<file path="src/rtl/ppu_mem_arbiter.sv">
// Arbitrates the single-port VRAM and OAM RAMs between the CPU, the PPU fetch
// port and the FF46-triggered OAM DMA engine, applying PPU-mode access gating.
module ppu_mem_arbiter #(
  parameter int DMA_BYTE_CYCLES = 4,
  parameter int DMA_LEN         = 160,
  parameter int DMA_START_DELAY = 1
) (
  input  logic        clk,
  input  logic        rst,
  input  logic [1:0]  ppu_mode,
  input  logic        lcd_en,
  input  logic [15:0] cpu_addr,
  input  logic        cpu_rd,
  input  logic        cpu_wr,
  input  logic [7:0]  cpu_wdata,
  output logic [7:0]  cpu_rdata,
  output logic        cpu_hit,
  input  logic        ppu_rd,
  input  logic [15:0] ppu_addr,
  output logic [7:0]  ppu_rdata,
  output logic [12:0] vram_addr,
  output logic        vram_we,
  output logic [7:0]  vram_wdata,
  input  logic [7:0]  vram_rdata,
  output logic [7:0]  oam_addr,
  output logic        oam_we,
  output logic [7:0]  oam_wdata,
  input  logic [7:0]  oam_rdata,
  output logic [15:0] dma_src_addr,
  output logic        dma_src_rd,
  input  logic [7:0]  dma_src_data,
  output logic        dma_active
);

  typedef enum logic [2:0] {S_IDLE, S_START, S_READ, S_WRITE, S_WAIT} dma_state_t;
  typedef enum logic [1:0] {SRC_FF, SRC_VRAM, SRC_OAM, SRC_REG} rd_src_t;

  localparam logic [7:0] LAST_IDX   = 8'(DMA_LEN - 1);
  localparam logic [7:0] START_LAST = 8'(DMA_START_DELAY - 1);
  localparam logic [7:0] WAIT_LAST  = 8'(DMA_BYTE_CYCLES - 3);
  localparam bit         HAS_START  = (DMA_START_DELAY > 0);
  localparam bit         HAS_WAIT   = (DMA_BYTE_CYCLES > 2);

  dma_state_t state_q, state_d;
  logic [7:0] idx_q, idx_d;
  logic [7:0] cnt_q, cnt_d;
  logic [7:0] ff46_q, ff46_d;
  logic [7:0] src_hi_q, src_hi_d;
  rd_src_t    cpu_src_q, cpu_src_d;
  rd_src_t    ppu_src_q, ppu_src_d;

  logic cpu_is_vram, cpu_is_oam, cpu_is_reg, cpu_acc;
  logic ppu_vram, ppu_oam;
  logic vram_busy, oam_busy;
  logic cpu_vram_ok, cpu_oam_ok;
  logic dma_wr, dma_kick, byte_done;

  assign cpu_is_vram = (cpu_addr[15:13] == 3'b100);
  assign cpu_is_oam  = (cpu_addr[15:8] == 8'hFE) && (cpu_addr[7:0] < 8'hA0);
  assign cpu_is_reg  = (cpu_addr == 16'hFF46);
  assign cpu_acc     = cpu_rd || cpu_wr;
  assign cpu_hit     = cpu_is_vram || cpu_is_oam || cpu_is_reg;

  assign ppu_vram = ppu_rd && (ppu_addr[15:13] == 3'b100);
  assign ppu_oam  = ppu_rd && (ppu_addr[15:8] == 8'hFE) && (ppu_addr[7:0] < 8'hA0);

  assign dma_active = (state_q != S_IDLE);
  assign dma_wr     = (state_q == S_WRITE);
  assign dma_kick   = cpu_wr && cpu_is_reg;

  assign vram_busy   = lcd_en && (ppu_mode == 2'd3);
  assign oam_busy    = dma_active || (lcd_en && ppu_mode[1]);
  // The PPU owns a port whenever it reads that memory; a concurrent CPU access is dropped.
  assign cpu_vram_ok = cpu_acc && cpu_is_vram && !vram_busy && !ppu_vram;
  assign cpu_oam_ok  = cpu_acc && cpu_is_oam && !oam_busy && !ppu_oam;

  // Request stage: RAM port muxing
  always_comb begin
    vram_addr  = 13'h0;
    vram_we    = 1'b0;
    vram_wdata = 8'h0;
    if (ppu_vram) begin
      vram_addr = ppu_addr[12:0];
    end else if (cpu_vram_ok) begin
      vram_addr  = cpu_addr[12:0];
      vram_we    = cpu_wr;
      vram_wdata = cpu_wr ? cpu_wdata : 8'h0;
    end

    oam_addr  = 8'h0;
    oam_we    = 1'b0;
    oam_wdata = 8'h0;
    if (dma_wr) begin
      oam_addr  = idx_q;
      oam_we    = (idx_q <= 8'h9F);
      oam_wdata = dma_src_data;
    end else if (ppu_oam) begin
      oam_addr = ppu_addr[7:0];
    end else if (cpu_oam_ok) begin
      oam_addr  = cpu_addr[7:0];
      oam_we    = cpu_wr;
      oam_wdata = cpu_wr ? cpu_wdata : 8'h0;
    end

    dma_src_rd   = (state_q == S_READ);
    dma_src_addr = dma_src_rd ? {src_hi_q, idx_q} : 16'h0;
  end

  always_comb begin
    cpu_src_d = SRC_FF;
    if (cpu_rd) begin
      if (cpu_is_reg)       cpu_src_d = SRC_REG;
      else if (cpu_vram_ok) cpu_src_d = SRC_VRAM;
      else if (cpu_oam_ok)  cpu_src_d = SRC_OAM;
    end
    ppu_src_d = SRC_FF;
    if (ppu_vram)                ppu_src_d = SRC_VRAM;
    else if (ppu_oam && !dma_wr) ppu_src_d = SRC_OAM;
  end

  // DMA sequencer
  always_comb begin
    state_d   = state_q;
    idx_d     = idx_q;
    cnt_d     = cnt_q;
    ff46_d    = ff46_q;
    src_hi_d  = src_hi_q;
    byte_done = 1'b0;
    case (state_q)
      S_START: begin
        if (cnt_q == START_LAST) begin
          state_d = S_READ;
          cnt_d   = 8'h0;
        end else begin
          cnt_d = cnt_q + 8'h1;
        end
      end
      S_READ:  state_d = S_WRITE;
      S_WRITE: begin
        if (HAS_WAIT) begin
          state_d = S_WAIT;
          cnt_d   = 8'h0;
        end else begin
          byte_done = 1'b1;
        end
      end
      S_WAIT: begin
        if (cnt_q == WAIT_LAST) byte_done = 1'b1;
        else                    cnt_d = cnt_q + 8'h1;
      end
      default: ;
    endcase
    if (byte_done) begin
      if (idx_q == LAST_IDX) begin
        state_d = S_IDLE;
      end else begin
        idx_d   = idx_q + 8'h1;
        state_d = S_READ;
      end
    end
    // A new FF46 write always restarts the transfer; echo RAM sources fold down by 0x2000.
    if (dma_kick) begin
      ff46_d   = cpu_wdata;
      src_hi_d = (cpu_wdata >= 8'hE0) ? (cpu_wdata & 8'hDF) : cpu_wdata;
      idx_d    = 8'h0;
      cnt_d    = 8'h0;
      state_d  = HAS_START ? S_START : S_READ;
    end
  end

  always_ff @(posedge clk) begin
    if (rst) begin
      state_q   <= S_IDLE;
      idx_q     <= 8'h0;
      cnt_q     <= 8'h0;
      ff46_q    <= 8'h0;
      cpu_src_q <= SRC_FF;
      ppu_src_q <= SRC_FF;
    end else begin
      state_q   <= state_d;
      idx_q     <= idx_d;
      cnt_q     <= cnt_d;
      ff46_q    <= ff46_d;
      cpu_src_q <= cpu_src_d;
      ppu_src_q <= ppu_src_d;
    end
    src_hi_q <= src_hi_d;
  end

  // Data stage: source chosen by the grant registered in the request cycle
  always_comb begin
    case (cpu_src_q)
      SRC_VRAM: cpu_rdata = vram_rdata;
      SRC_OAM:  cpu_rdata = oam_rdata;
      SRC_REG:  cpu_rdata = ff46_q;
      default:  cpu_rdata = 8'hFF;
    endcase
    case (ppu_src_q)
      SRC_VRAM: ppu_rdata = vram_rdata;
      SRC_OAM:  ppu_rdata = oam_rdata;
      default:  ppu_rdata = 8'hFF;
    endcase
  end

endmodule

</file>
<file path="config.mk">
export PLATFORM = sky130hd
export DESIGN_NAME = ppu_mem_arbiter
export DESIGN_NICKNAME = d
export VERILOG_FILES = /design/src/rtl/ppu_mem_arbiter.sv
export SDC_FILE = /design/constraint.sdc
export NUM_CORES = 1
export LEC_CHECK = 0
export ABC_AREA = 1
export CAP_MARGIN = 20
export CORE_UTILIZATION = 43
export CTS_CLUSTER_DIAMETER = 120
export DETAILED_ROUTE_END_ITERATION = 8
export GPL_TIMING_DRIVEN = 0
export PLACE_DENSITY = 0.84
export RECOVER_POWER = 25
export SLEW_MARGIN = 20
export SYNTH_ARGS = -nofsm -noshare
export SYNTH_HDL_FRONTEND = slang
export SYNTH_SLANG_ARGS = --single-unit
</file>
<file path="constraint.sdc">
create_clock -name clk -period 2.9 [get_ports clk]
set_input_delay 0.725 -clock clk [delete_from_list [all_inputs] [get_ports clk]]
set_output_delay 0.725 -clock clk [all_outputs]
set_load 0.05 [all_outputs]
</file>
==> flow_metrics.py <==
metrics = {
    "outcome": {
        "status": "complete, no violations",
    },
    "cells_and_area": {
        "drive_above_1_share": 0.2051,
        "nNetsFinal": 750,
        "post-route-util": 0.7196,
        "final_area_sq_um": 4916,
        "layoutNonFillerInstCount": 769,
        "syn2layout_area_growth_pct": 61.29,
        "antenna_cells": 0,
        "fillCellCount": 570,
    },
    "placement": {
        "gp_congestion": 0.9162,
        "dp_worst_setup_slack_ps": -967.7,
        "io_buffers": 145,
        "dp_hpwl_um": 8066,
        "dp_cells": 745,
        "placed_cell_area_sq_um": 4622,
    },
    "synth": {
        "synth_seq_area_share": 0.2824,
        "synthMuxAreaShare": 0,
        "syn_inst": 504,
        "syn-num-nets": 582,
        "synth_warnings": 0,
        "yosysMostFrequentCell": "nand2_1",
        "async_reset_ff_frac": 0,
        "syn-cell-area_sq_um": 3048,
        "synthTopCellsByArea": "dfxtp_1 20%, nand2_1 13%, nor2_1 12%",
        "synthAdderAreaFrac": 0.02463,
        "yosys_most_used_dff": "dfxtp_1",
        "synth-seq-cells": 39,
        "netlist-cell-type-count": 33,
        "yosys.area.top_type": "dfxtp_1",
        "synth_simple_gate_area_share": 0.3990,
        "syn_avg_cell_area_sq_um": 6.047,
        "synth_edf_count": 8,
        "synth-compound-area-share": 0.1605,
        "synthTopCellsByCount": "109 x nand2_1, 98 x nor2_1, 74 x inv_1, 39 x o21ai_0, 37 x nand3_1",
        "yosys.area.top_type_share": 0.2036,
        "synth_top_family_by_area": "simple AND/OR/NAND/NOR gates",
        "yosys.area_share.xor_xnor": 0.01149,
    },
    "global_route": {
        "antenna_found_initial": 0,
        "grt_pass1_wl_um": 17390,
        "grt_overflow": 0,
        "grt_start_max_net_pins": 17,
        "grt_usage": 0.2924,
        "grt_pass1_vias": 3732,
    },
    "pwr": {
        "comb_power_share": 0.506,
        "pwr-share-seq": 0.283,
        "switching_power_uw": 979.1,
        "power_density_nw_per_um2": 441.2,
        "peakVddDrop_mv": 0.2677,
        "p_int_mw": 1.190,
        "p_total_mw": 2.169,
        "switching_share": 0.4514,
        "p_clk_frac": 0.211,
        "p_leak_nw": 2.300,
    },
    "setup_path": {
        "crit_fanout": 8,
        "critical_path.startpoint": "lcd_en",
        "end_kind": "output pin",
        "rrSetupSlack_ps": 1410,
        "path_buf_inv": 5,
        "worst_path_largest_cell_delay_ps": 430,
        "rr_worst_depth": 8,
        "cp_cell_sequence": "clkdlybuf4s50_1 -> nand2_2 -> inv_1 -> nand2_2 -> nand3_4 -> buf_8 -> buf_4 -> nor2_1 -> clkbuf_4",
        "arrival_ps": 2170,
        "crit_required_ps": 2170,
        "startpoint_type": "input port",
        "crit_slowest_cell": "clkdlybuf4s50_1",
        "timing.rr.start": "cnt_q[0]",
        "r2r_end": "idx_q[2]",
        "critical_path_class": "input port to output pin",
        "cp_top_family": "buffers and inverters",
        "cp_common_cell": "nand2_2",
    },
    "floorplanning": {
        "die-area_sq_um": 7429,
        "rows": 30,
        "start_util": 0.4462,
        "die_w_um": 86.19,
        "coreArea_sq_um": 6832,
        "boundaryPins": 146,
        "fp.dieH_um": 86.19,
    },
    "drt": {
        "wl_per_cell_um": 14.71,
        "drc": 0,
        "vias": 4047,
        "drtAntennaViolNets": 0,
        "dr.pass1.iters": 5,
        "drt-initial-drc-count": 264,
        "drt_wl_total_um": 11310,
        "routed_via_density": 5.263,
    },
    "timing": {
        "clock.fmax_mhz": 344.9,
        "slew_violations": 0,
        "fin_crit_ps": 2899,
        "skew_ps": 6.286,
        "holdWs_ps": 501.1,
        "fin_crit_sh": 0.9997,
        "tightest_slew_ps": 514.8,
        "final-hold-violation-count": 0,
        "slew_headroom": 0.6562,
        "tns_ps": 0,
        "finalSetupViolCount": 0,
        "fin_ws_ps": 0.9499,
    },
    "cts": {
        "h-tree-depth": 2,
        "path_clk_slew_ps": 70,
        "cts_root_buf": "clkbuf_8",
        "cts_tree": "yes",
        "worstSkewPairLatency_ps": 300,
        "clockBufferDepth": 2,
        "clock-sinks": 39,
        "postCtsHoldBufs": 0,
        "cts-buffers-inserted": 5,
    },
    "job": {
        "maxCapViolations": 0,
    },
    "worst_hold_path": {
        "hold_path_depth": 2,
        "whs_endpoint": "cnt_q[7]",
        "hp-start": "cnt_q[7]",
        "hold_class": "flop to flop",
    },
}
[layout by cell type (no fill, tap or decap), types with 3 or more instances in the layout]
cell / count
edfxtp_1: 8
dlymetal6s2s_1: 9
clkdlybuf4s50_1: 39
nor3_1: 3
buf_2: 7
clkbuf_8: 5
clkbuf_2: 15
nand4_1: 11
clkbuf_1: 5
nand3_1: 35
o21ai_0: 20
ha_1: 6
o21ai_1: 16
nand2_1: 103
buf_6: 18
o21ai_2: 5
o211ai_1: 11
buf_4: 33
dlygate4sd2_1: 35
xor2_1: 4
nor2_4: 11
dfxtp_1: 31
inv_2: 7
nand3_4: 3
inv_1: 69
nand2_2: 10
a21oi_1: 18
a221o_1: 8
nor2_1: 88
nor2_2: 7
dlygate4sd3_1: 7
[worst max-delay path by stage]
stage,depth (start not counted),to,slack (ps)
2_1_floorplan,5,oam_wdata[0],-230
3_3_place_gp,8,vram_addr[8],-940
3_5_place_dp,8,vram_addr[8],-970
4_1_cts,9,vram_wdata[0],-30
5_1_grt,9,vram_wdata[1],-40
6_report,9,vram_wdata[1],0.9
[area by class of cell]
class | count | area [sq um] | share of cell area
Buffer | 15 | 100.1 | 0.02036
Clock buffer | 5 | 68.82 | 0.01400
Clock inverter | 3 | 43.79 | 0.008908
Inverter | 77 | 290.3 | 0.05905
Multi-Input combinational cell | 373 | 1976 | 0.4019
Sequential cell | 39 | 860.8 | 0.1751
Tap cell | 96 | 120.1 | 0.02443
Timing Repair Buffer | 161 | 1456 | 0.2963
[layer usage]
metal	share of wire	GRT usage
met2	0.50	0.5231
met1	0.40	0.3487
met5	0	0
met3	0.073	0.06190
met4	0.024	0.09394
[tightest hold or removal path, cell delays in order (launching register included)]
cell	delay (ps)
dfxtp_1	330
nand2_1	70
a21oi_1	50
[registers in the layout, indices dropped and copies added (netlist names)]
register / count
ff46_q: 8
cpu_src_q: 2
cnt_q: 8
ppu_src_q: 2
idx_q: 8
src_hi_q: 8
state_q: 3
[cells by family (layout without fill, tap and decap cells)]
family                     count (synthesis)  in the layout
buffers and inverters                     92            261
adders and majority gates                  6              6
DFF                                       39             39
xor gates and xnor gates                   4              4
AOI/OAI and AO/OA                         83             83
and+or+nand+nor                          280            280
[power groups by stage]
stage                     combinational, mW  clock (mW)  sequential (mW)
after global placement                 1.06           0            0.623
after floorplan                       0.686           0            0.618
after global routing                   1.17       0.483            0.619
after CTS                              1.07       0.462            0.614
after detailed placement               1.07           0            0.626
final                                  1.10       0.457            0.614
[what timing repair did]
| action | CTS | global route |
|---|---|---|
| resized for setup | 342 | 66 |
| gates cloned | 0 | 1 |
| pin swaps | 14 | 19 |
| setup endpoints to repair | 72 | 55 |
| buffers inserted | 9 | 6 |
Note: power is estimated with default switching activity, not from simulation.
